[src/rtl/mmio_uart_tx.sv]
// mmio_uart_tx: memory-mapped 8N1 UART transmitter with a small TX FIFO
module mmio_uart_tx #(
    parameter logic [9:0] BASE_ADDR    = 10'h3F0,
    parameter int         CLKS_PER_BIT = 434,
    parameter int         FIFO_DEPTH   = 4
) (
    input  logic        CLK,
    input  logic        RST,
    input  logic        MemWrite,
    input  logic        MemRead,
    input  logic [9:0]  address,
    input  logic [31:0] write_data,
    output logic [31:0] read_data,
    output logic        hit,
    output logic        tx
);
    localparam int CW  = $clog2(CLKS_PER_BIT);
    localparam int PW  = $clog2(FIFO_DEPTH);
    localparam int CNW = PW + 1;

    typedef enum logic [1:0] {S_IDLE, S_START, S_DATA, S_STOP} state_t;

    state_t         r_state, w_next;
    logic [CW-1:0]  r_cnt, w_cnt;
    logic [2:0]     r_bit, w_bit;
    logic [7:0]     r_shift, w_shift;
    logic           r_tx, w_tx;
    logic [7:0]     r_mem [FIFO_DEPTH];
    logic [PW-1:0]  r_wp, r_rp;
    logic [CNW-1:0] r_count;
    logic           r_ovf;

    logic w_sel_data, w_sel_stat, w_push, w_pop, w_full, w_empty, w_accept, w_tick, w_busy;
    logic w_unused;

    assign w_sel_data = address == BASE_ADDR;
    assign w_sel_stat = address == BASE_ADDR + 10'd1;
    assign hit        = w_sel_data | w_sel_stat;
    assign w_full     = r_count == CNW'(FIFO_DEPTH);
    assign w_empty    = r_count == '0;
    assign w_busy     = r_state != S_IDLE;
    assign w_pop      = !w_busy && !w_empty;
    assign w_push     = MemWrite && w_sel_data;
    assign w_accept   = w_push && (!w_full || w_pop);
    assign w_tick     = r_cnt == CW'(CLKS_PER_BIT - 1);
    assign tx         = r_tx;
    assign w_unused   = ^write_data[31:8];

    // Loads return STATUS or zero from pre-edge state
    always_comb begin
        read_data = '0;
        if (MemRead && w_sel_stat)
            read_data = {23'b0, 5'(r_count), r_ovf, w_empty, w_full, w_busy};
    end

    // FIFO storage; a push only lands when a slot is free or freed this cycle
    always_ff @(posedge CLK) begin
        if (w_accept)
            r_mem[r_wp] <= write_data[7:0];
    end

    // FIFO pointers, occupancy and sticky overflow flag
    always_ff @(posedge CLK) begin
        if (RST) begin
            r_wp    <= '0;
            r_rp    <= '0;
            r_count <= '0;
            r_ovf   <= 1'b0;
        end else begin
            if (w_accept)
                r_wp <= r_wp + PW'(1);
            if (w_pop)
                r_rp <= r_rp + PW'(1);
            r_count <= r_count + CNW'(w_accept) - CNW'(w_pop);
            if (w_push && w_full && !w_pop)
                r_ovf <= 1'b1;
            else if (MemWrite && w_sel_stat)
                r_ovf <= 1'b0;
        end
    end

    // Serialiser next state: start bit, 8 data bits LSB first, stop bit
    always_comb begin
        w_next  = r_state;
        w_tx    = r_tx;
        w_cnt   = w_tick ? '0 : r_cnt + CW'(1);
        w_bit   = r_bit;
        w_shift = r_shift;
        case (r_state)
            S_IDLE: begin
                w_cnt = '0;
                w_tx  = 1'b1;
                if (w_pop) begin
                    w_next  = S_START;
                    w_tx    = 1'b0;
                    w_shift = r_mem[r_rp];
                end
            end
            S_START: begin
                if (w_tick) begin
                    w_next  = S_DATA;
                    w_tx    = r_shift[0];
                    w_shift = r_shift >> 1;
                    w_bit   = '0;
                end
            end
            S_DATA: begin
                if (w_tick) begin
                    if (r_bit == 3'd7) begin
                        w_next = S_STOP;
                        w_tx   = 1'b1;
                    end else begin
                        w_tx    = r_shift[0];
                        w_shift = r_shift >> 1;
                        w_bit   = r_bit + 3'd1;
                    end
                end
            end
            S_STOP: begin
                if (w_tick)
                    w_next = S_IDLE;
            end
            default: w_next = S_IDLE;
        endcase
    end

    // Serialiser state register; reset aborts any frame and drives the line high
    always_ff @(posedge CLK) begin
        if (RST) begin
            r_state <= S_IDLE;
            r_cnt   <= '0;
            r_bit   <= '0;
            r_shift <= '0;
            r_tx    <= 1'b1;
        end else begin
            r_state <= w_next;
            r_cnt   <= w_cnt;
            r_bit   <= w_bit;
            r_shift <= w_shift;
            r_tx    <= w_tx;
        end
    end
endmodule
[config.mk]
export PLATFORM = sky130hd
export DESIGN_NAME = mmio_uart_tx
export DESIGN_NICKNAME = d
export VERILOG_FILES = /design/src/rtl/mmio_uart_tx.sv
export SDC_FILE = /design/constraint.sdc
export NUM_CORES = 1
export LEC_CHECK = 0
export ABC_AREA = 1
export CAP_MARGIN = 10
export CORE_ASPECT_RATIO = 1.4
export CORE_MARGIN = 2
export CORE_UTILIZATION = 40
export DETAILED_ROUTE_END_ITERATION = 8
export PLACE_DENSITY = 0.66
export SYNTH_ARGS = -nofsm -noshare
export SYNTH_HDL_FRONTEND = slang
export SYNTH_SLANG_ARGS = --single-unit
[constraint.sdc]
create_clock -name CLK -period 3.4 [get_ports CLK]
set_input_delay 0.68 -clock CLK [delete_from_list [all_inputs] [get_ports CLK]]
set_output_delay 0.68 -clock CLK [all_outputs]
set_load 0.005 [all_outputs]
* Yosys cells after proc, flatten, opt, wreduce, memory -nomap -nowiden
Memories as Yosys holds them, arrays and structs flattened. A register that Yosys moved wholly into a read port is not among the register bits.
Index checks and enable logic that the tools add are counted.
** Cells by class
- Add/subtract/negate cells :: 6
- Multipliers :: 0
- Div/mod/pow operators :: 0
- Magnitude comparators :: 0
- Equality and inequality tests :: 14
- Shift-type cells :: 0
- Multiplexer cells :: 27
- Bitwise gates (word level) :: 1
- Reduce and logical (&&, ||, !) cells :: 23
** Operators by type and width (number)
- $mux W8 :: 4
- $pmux W8 S3 :: 1
- $eq A10 B10 Y1 const B :: 2
- $mux W2 :: 7
- $ne A2 B2 Y1 const B :: 6
- $reduce_and A5 Y1 :: 2
- $add A9 B1 Y9 const B :: 1
- $eq A9 B9 Y1 const B :: 1
- $mux W3 :: 3
- $mux W1 :: 8
- $pmux W2 S4 :: 1
- $logic_and A1 B1 Y1 :: 7
- $mux W7 :: 1
- $eq A3 B3 Y1 const B :: 2
- $pmux W3 S2 :: 1
- $reduce_bool A2 Y1 :: 3
- $add A2 B1 Y2 const B :: 2
- $eq A2 B2 Y1 const B :: 2
- $logic_not A1 Y1 :: 4
- $reduce_and A4 Y1 :: 1
- $add A3 B1 Y3 :: 1
- $add A3 B1 Y3 const B :: 1
- $logic_not A3 Y1 :: 1
- $pmux W1 S3 :: 1
- 8 further kinds :: 8
** Storage, ports and cells
- Bits in registers :: 31
- Latch bits :: 0
- Memory bits (writable) :: 32
- Memory bits (read-only) :: 0
- Input port bits :: 46
- Output and inout bits :: 34
- Logic and storage cells :: 81
- Memories kept :: 1
** Memories
- r_mem :: depth 4, bits a word 8, rd ports 1, clocked after Yosys merged registers in 1, wr ports 1, RTL line 28 : logic [7:0] r_mem [FIFO_DEPTH];

* Longest topological paths before layout
Gate-level depths: netlist of the first run.
- Depth in word-level cells :: 7
- Gate-level depth with buffers :: 13
- Depth with buffers taken out :: 13

* Worst setup path before layout of the first run
Ideal clock, no wire load.
- Kind :: input port to flip-flop
- From :: in address[3]
- To :: reg r_count[2]
- Setup time :: 70 ps
- Data arrival time :: 2293 ps
- Data required time :: 3330 ps
- Setup slack :: 1038 ps
- Cell stages on the path :: 12
- Buffers on the path :: 0
- Cell sequence :: nor2_1 > nand2_1 > nor2_1 > nand4_2 > ha_1 > inv_1 > ha_1 > inv_1 > fa_1 > inv_1 > o21ai_0 > a21oi_1
** On the way
- Cells in the longest elaborated chain, start to end :: 5
** RTL lines
- start: declaration :: RTL line 11 : input logic [9:0] address,
- $eq A10 B10 Y1 :: RTL line 36 : assign w_sel_data = address == BASE_ADDR;
- $logic_and A1 B1 Y1 :: RTL line 43 : assign w_push = MemWrite && w_sel_data;
- $logic_and A1 B1 Y1 :: RTL line 44 : assign w_accept = w_push && (!w_full || w_pop);
- $add A3 B1 Y3 :: RTL line 74 : r_count <= r_count + CNW'(w_accept) - CNW'(w_pop);
- $sub A3 B1 Y3 :: RTL line 74
- end signal: assignment :: RTL line 74
- end: declaration :: RTL line 30 : logic [CNW-1:0] r_count;
Every way passes these cells.
A chain may end at the register's enable or synchronous reset.

* Worst setup path in the final report of the first run
- From :: in address[4]
- To :: out read_data[2]
** On the way
- Cells in the longest elaborated chain, start to end :: 3
** RTL lines
- $eq A10 B10 Y1 :: RTL line 37 : assign w_sel_stat = address == BASE_ADDR + 10'd1;
- $logic_and A1 B1 Y1 :: RTL line 52 : if (MemRead && w_sel_stat)
- $mux W7 :: RTL line 52
- end: declaration :: RTL line 13 : output logic [31:0] read_data,
Every way passes these cells.

==> metrics.yaml, run 1 <==
drc: 0
detailroute.via_count: 2575
initial_core_util: 0.414
gp_congestion: 0.741
synth_cell_area_um2: 3410
tritoncts.num_buffers: 9
layout.area.seq_um2: 1620
final_nets: 518
clock_tree_from_tritoncts: "yes"
tns_ns: 0
setup_viol_count_final: 0
postLayoutCoreUtil: 0.488
crit_type: "input pin to output port"
detailedRoute.firstIterationViolations: 130
pwr-share-seq: 0.352
die_height_um: 113
first_global_vias: 2440
net-switching-power_w: 0.000997
worst_pin_slew_ns: 0.621
critical_path_peak_fanout: 7
ys_ff_latch: 65
p_comb_frac: 0.313
cts.clk_slew.worst_paths_ns: 0.05
site_row_count: 39
fin_crit_sh: 0.944
avgSynthCellArea_um2: 8.13
detailedRoute.firstPassIterationCount: 5
fin_crit_ns: 3.21
via_per_inst: 4.57
stdcell_count: 563
vdd.ir_drop.worst_uv: 778
synthDistinctLibCells: 36
worst_ep_required_time_ns: 2.72
detailed_place_hpwl_um: 4460
postSynthCellCount: 420
global_route_wire_length_before_repair_um: 10600
finalWirelength_um: 6310
routed_wire_length_per_instance_um: 11.2
end_kind: "output port"
multi_input_area_um2: 1390
ant_nets: 0
rsz_0062_raised_after_global_routing: "no"
leakagePower_nw: 1.82
cts.sink_count: 65
ios: 80
cell_internal_pwr_w: 0.00186
post_cts_setup_repair_bufs: 0
placed_cells_incl_taps: 547
number_of_levels_the_h_tree_was_split_into: 3
largest_net_degree_at_the_start_of_global_routing: 18
drive_above_1_share: 0.0846
outcome: "completed"
grt_util_overall: 0.152
n_fill_cell: 798
grt-ovfl-total: 0
design.die.area_um2: 9300
final_power_w: 0.00286
startpoint_type: "input pin"
slew_headroom: 0.586
max_freq_mhz: 312
cts_repair_resize_count: 0
p_per_area_nw_per_um2: 710
die_width_um: 82.1
antenna_found_initial: 0
worst_ep_arrival_time_ns: 2.53
port-buffer-count: 30
ctsHoldBuffers: 0
clock_tree.root_cell: "sky130_fd_sc_hd__clkbuf_16"
final_max_slew_viols: 0
clock_insertion_delay_worst_skew_ns: 0.33
fin_skew_ns: 0.00741
n_antenna_cell: 0
synth_warnings: 0
synth.yosys.seq_area_share: 0.475
power.share.switching: 0.349
cts.path.max_buffers: 2
cap_violations: 0
fp.coreArea_um2: 8250
clockPowerShare: 0.335
flow.area_growth_from_synthesis_pct: 18.0
hold_path_class: "flip-flop to flip-flop"
hold_violations: 0
==> per-stage QoR <==
step	area (µm²)	setup slack, ns	hold slack (ns)
after global routing	4030	0.0233	0.491
after floorplan	3500	1.04	0.437
after global placement	3710	0.210	0.454
final	4030	0.192	0.472
after CTS	4030	0.174	0.472
after detailed placement	3710	0.162	0.458
==> flip-flops by register name, indices dropped and copies added (netlist names), 2 cells and up, named ones only <==
signal / flops
r_bit: 3
r_cnt: 9
r_count: 3
r_mem: 32
r_rp: 2
r_shift: 8
r_state: 2
r_wp: 2
==> critical path, stage by stage <==
cell,delay [ns]
sky130_fd_sc_hd__clkdlybuf4s50_1,0.46
sky130_fd_sc_hd__nand2_1,0.05
sky130_fd_sc_hd__inv_1,0.04
sky130_fd_sc_hd__nand2_1,0.06
sky130_fd_sc_hd__nor2_1,0.20
sky130_fd_sc_hd__nand3_1,0.27
sky130_fd_sc_hd__nor4_1,0.24
sky130_fd_sc_hd__clkdlybuf4s50_1,0.55
==> kinds of logic after synthesis <==
group / Yosys count / synth area share
AOI/OAI and AO/OA: 19 / 0.0315
xor gates and xnor gates: 3 / 0.00770
adders and majority gates: 16 / 0.0608
buffers and inverters: 98 / 0.144
DFF: 65 / 0.475
other: 1 / 0.00110
and+or+nand+nor: 218 / 0.280
==> power groups by stage <==
stage	logic, W	clock network [W]	registers [W]
finish	0.000894	0.000958	0.00101
global placement	0.000867	0	0.00102
CTS	0.000908	0.000980	0.00101
detailed placement	0.000898	0	0.00102
floorplan	0.000786	0	0.000970
global route	0.00104	0.00102	0.00102
==> layout by cell type (no fill, tap or decap), types with 2 or more instances in the layout <==
cell	instances
sky130_fd_sc_hd__a21oi_1	12
sky130_fd_sc_hd__a21oi_2	2
sky130_fd_sc_hd__buf_4	4
sky130_fd_sc_hd__bufinv_16	2
sky130_fd_sc_hd__clkbuf_1	2
sky130_fd_sc_hd__clkbuf_16	9
sky130_fd_sc_hd__clkdlybuf4s50_1	30
sky130_fd_sc_hd__clkinv_1	3
sky130_fd_sc_hd__conb_1	25
sky130_fd_sc_hd__dfxtp_1	33
sky130_fd_sc_hd__edfxtp_1	32
sky130_fd_sc_hd__ha_1	15
sky130_fd_sc_hd__inv_1	57
sky130_fd_sc_hd__inv_2	6
sky130_fd_sc_hd__nand2_1	123
sky130_fd_sc_hd__nand2_2	4
sky130_fd_sc_hd__nand2_4	2
sky130_fd_sc_hd__nand3_1	22
sky130_fd_sc_hd__nand4_1	4
sky130_fd_sc_hd__nor2_1	48
sky130_fd_sc_hd__nor2_4	3
sky130_fd_sc_hd__nor3_1	2
sky130_fd_sc_hd__nor3b_1	2
sky130_fd_sc_hd__o21ai_0	3
sky130_fd_sc_hd__xor2_1	2
==> final timing paths <==
| check | from | end | slack, ns | cells past startpoint |
|---|---|---|---|---|
| max | address[4] | read_data[2] | 0.19 | 8 |
| min | r_bit[2] | r_bit[2] | 0.47 | 2 |
| max reg2reg | r_state[0] | r_count[2] | 0.95 | 13 |
| min reg2reg | r_bit[2] | r_bit[2] | 0.47 | 2 |
==> cells in the mapped netlist, drive strengths merged <==
cell / instances / share of area
dfxtp: 33 / 0.19
nand3: 24 / 0.040
nor3b: 2 / 0.0044
edfxtp: 32 / 0.28
clkbuf: 1 / 0.0011
or2: 2 / 0.0037
nor3: 2 / 0.0029
nand2: 129 / 0.15
fa: 1 / 0.0059
o21ai: 3 / 0.0044
xnor2: 1 / 0.0026
nand3b: 1 / 0.0022
ha: 15 / 0.055
nand4: 5 / 0.011
nor2: 52 / 0.064
clkinv: 2 / 0.0022
xor2: 2 / 0.0051
conb: 1 / 0.0011
a21oi: 14 / 0.023
o211ai: 1 / 0.0022
a211oi: 1 / 0.0022
inv: 63 / 0.069
buf: 32 / 0.071
nor4: 1 / 0.0018
==> metal layers <==
metal | GRT usage | wire [µm]
met5 | 0 | 0
met4 | 0.0722 | 143
met3 | 0.0478 | 342
met2 | 0.267 | 3290
met1 | 0.161 | 2530
==> cell type report <==
class                      count  area share
timing repair buffer          34      0.0820
clock buffer                  11      0.0578
inverter                      65      0.0606
multi-input combinational    281       0.345
tap                          102      0.0317
sequential                    65       0.403
clock inverter                 5      0.0199
Power figures use the tool's default switching activity.
==> run 2: changes to the inputs <==
CTS_CLUSTER_DIAMETER = 30   (was default)
==> results of run 2 <==
No change in the layout: final DEF, timing and power equal those of run 1.
==> run 3: changes to the inputs <==
CORE_UTILIZATION = 45   (was 40)
PLACE_DENSITY = 0.73   (was 0.66)
==> metrics.yaml, run 3 (synthesis gave the netlist of run 1 again) <==
vdd.ir_drop.worst_uv: 349
detailedRoute.firstPassIterationCount: 4
detailed_place_hpwl_um: 4300
gp_congestion: 0.785
critical_path.cell_chain: "clkdlybuf4s50_1 > nand2_1 > inv_1 > nand2_1 > nor2_1 > nand3_2 > nor4_1 > clkdlybuf4s50_1"
critPathBufInv: 3
max_freq_mhz: 317
ios: 80
routed_wire_length_per_instance_um: 10.7
n_antenna_cell: 0
ant_nets: 0
largest_net_degree_at_the_start_of_global_routing: 18
ctsHoldBuffers: 0
end_kind: "output port"
clock_tree.root_cell: "sky130_fd_sc_hd__clkbuf_8"
number_of_flip_flops_under_the_largest_register_name: 32
tns_ns: 0
hold_violations: 0
grt_util_overall: 0.155
site_row_count: 37
cap_violations: 0
finalWirelength_um: 5980
slew_headroom: 0.564
fin_crit_sh: 0.927
global_route_wire_length_before_repair_um: 10200
first_global_vias: 2394
worst_ep_arrival_time_ns: 2.47
outcome: "completed"
path_delay_family: "buffers and inverters"
layout.cells.most_common: "sky130_fd_sc_hd__nand2_1"
fin_skew_ns: 0.00638
crit_type: "input pin to output port"
flow.area_growth_from_synthesis_pct: 14.5
final_max_slew_viols: 0
drc: 0
antenna_found_initial: 0
initial_core_util: 0.464
most-common-layout-cells: "sky130_fd_sc_hd__nand2_1, sky130_fd_sc_hd__inv_1, sky130_fd_sc_hd__nor2_1"
placement_stage_worst_setup_slack_ns: 0.197
die_width_um: 77.6
top_register_by_number_of_flip_flops: "r_mem"
hold_path_class: "flip-flop to flip-flop"
setup_ws_ns: 0.249
drive_above_1_share: 0.0933
detailroute.via_count: 2510
design.die.area_um2: 8310
critical_path_peak_fanout: 7
setup_viol_count_final: 0
cts.sink_count: 65
reg_top3: "r_mem (32), r_cnt (9), r_shift (8)"
fp.coreArea_um2: 7360
n_fill_cell: 663
grt-ovfl-total: 0
tritoncts.num_buffers: 9
detailedRoute.firstIterationViolations: 87
leakagePower_nw: 1.77
fin_crit_ns: 3.15
port-buffer-count: 30
via_per_inst: 4.50
number_of_levels_the_h_tree_was_split_into: 3
p_per_area_nw_per_um2: 647
cts.clk_slew.worst_paths_ns: 0.07
cts.path.max_buffers: 2
startpoint_type: "input pin"
die_height_um: 107
worst_pin_slew_ns: 0.653
final_nets: 518
clock_insertion_delay_worst_skew_ns: 0.34
clock_tree_from_tritoncts: "yes"
max_incr_delay_on_cp_ns: 0.55
postLayoutCoreUtil: 0.531
post_cts_setup_repair_bufs: 0
rsz_0062_raised_after_global_routing: "no"
critPathSlowestCell: "sky130_fd_sc_hd__clkdlybuf4s50_1"
worst_ep_required_time_ns: 2.72
==> run 3: stage by stage <==
step / cell area [µm²] / total power, W / instances / hold WS, ns
CTS: 3900 / 0.00255 / 558 / 0.471
finish: 3910 / 0.00253 / 558 / 0.470
global route: 3910 / 0.00274 / 558 / 0.493
floorplan: 3500 / 0.00176 / 444 / 0.437
global placement: 3710 / 0.00188 / 542 / 0.454
detailed placement: 3710 / 0.00192 / 542 / 0.460
==> run 3: area by class of cell <==
type	instances	area, µm²	share of cell area
inverter	65	244	0.0624
timing repair buffer	34	330	0.0845
clock buffer	9	124	0.0317
multi-input combinational	281	1400	0.357
tap	97	121	0.0310
clock inverter	7	71.3	0.0182
sequential	65	1620	0.415
==> run 3: repair_timing <==
item	in CTS	in global routing
gates resized for setup	0	1
endpoints found under the hold margin	0	0
endpoints found under the setup margin	0	1
==> run 3: worst paths after layout <==
kind,start,end,slack (ns),depth (start not counted)
worst max-delay path,address[4],read_data[2],0.25,8
worst min register to register,r_ovf,r_ovf,0.47,2
worst max register to register,r_state[1],r_count[2],0.93,13
worst min-delay path,r_ovf,r_ovf,0.47,2
==> run 3: worst register-to-register path, stage by stage (launching register included) <==
cell	delay [ns]
sky130_fd_sc_hd__dfxtp_1	0.35
sky130_fd_sc_hd__inv_1	0.12
sky130_fd_sc_hd__ha_1	0.23
sky130_fd_sc_hd__inv_1	0.11
sky130_fd_sc_hd__nand3_1	0.14
sky130_fd_sc_hd__nand4_2	0.24
sky130_fd_sc_hd__ha_1	0.35
sky130_fd_sc_hd__inv_1	0.06
sky130_fd_sc_hd__ha_1	0.13
sky130_fd_sc_hd__inv_1	0.05
sky130_fd_sc_hd__fa_1	0.35
sky130_fd_sc_hd__inv_1	0.07
sky130_fd_sc_hd__o21ai_0	0.08
sky130_fd_sc_hd__a21oi_1	0.14
==> run 3: power breakdown <==
group	switching [W]	internal [W]
Combinational	0.000571	0.000316
Clock	0.000297	0.000338
Sequential	0.000103	0.000905
Total	0.000971	0.00156
==> run 3: layer usage <==
metal  part of all wire  track usage
met1               0.44        0.173
met2               0.50        0.267
met3              0.036       0.0354
met4              0.023       0.0944
met5                  0            0
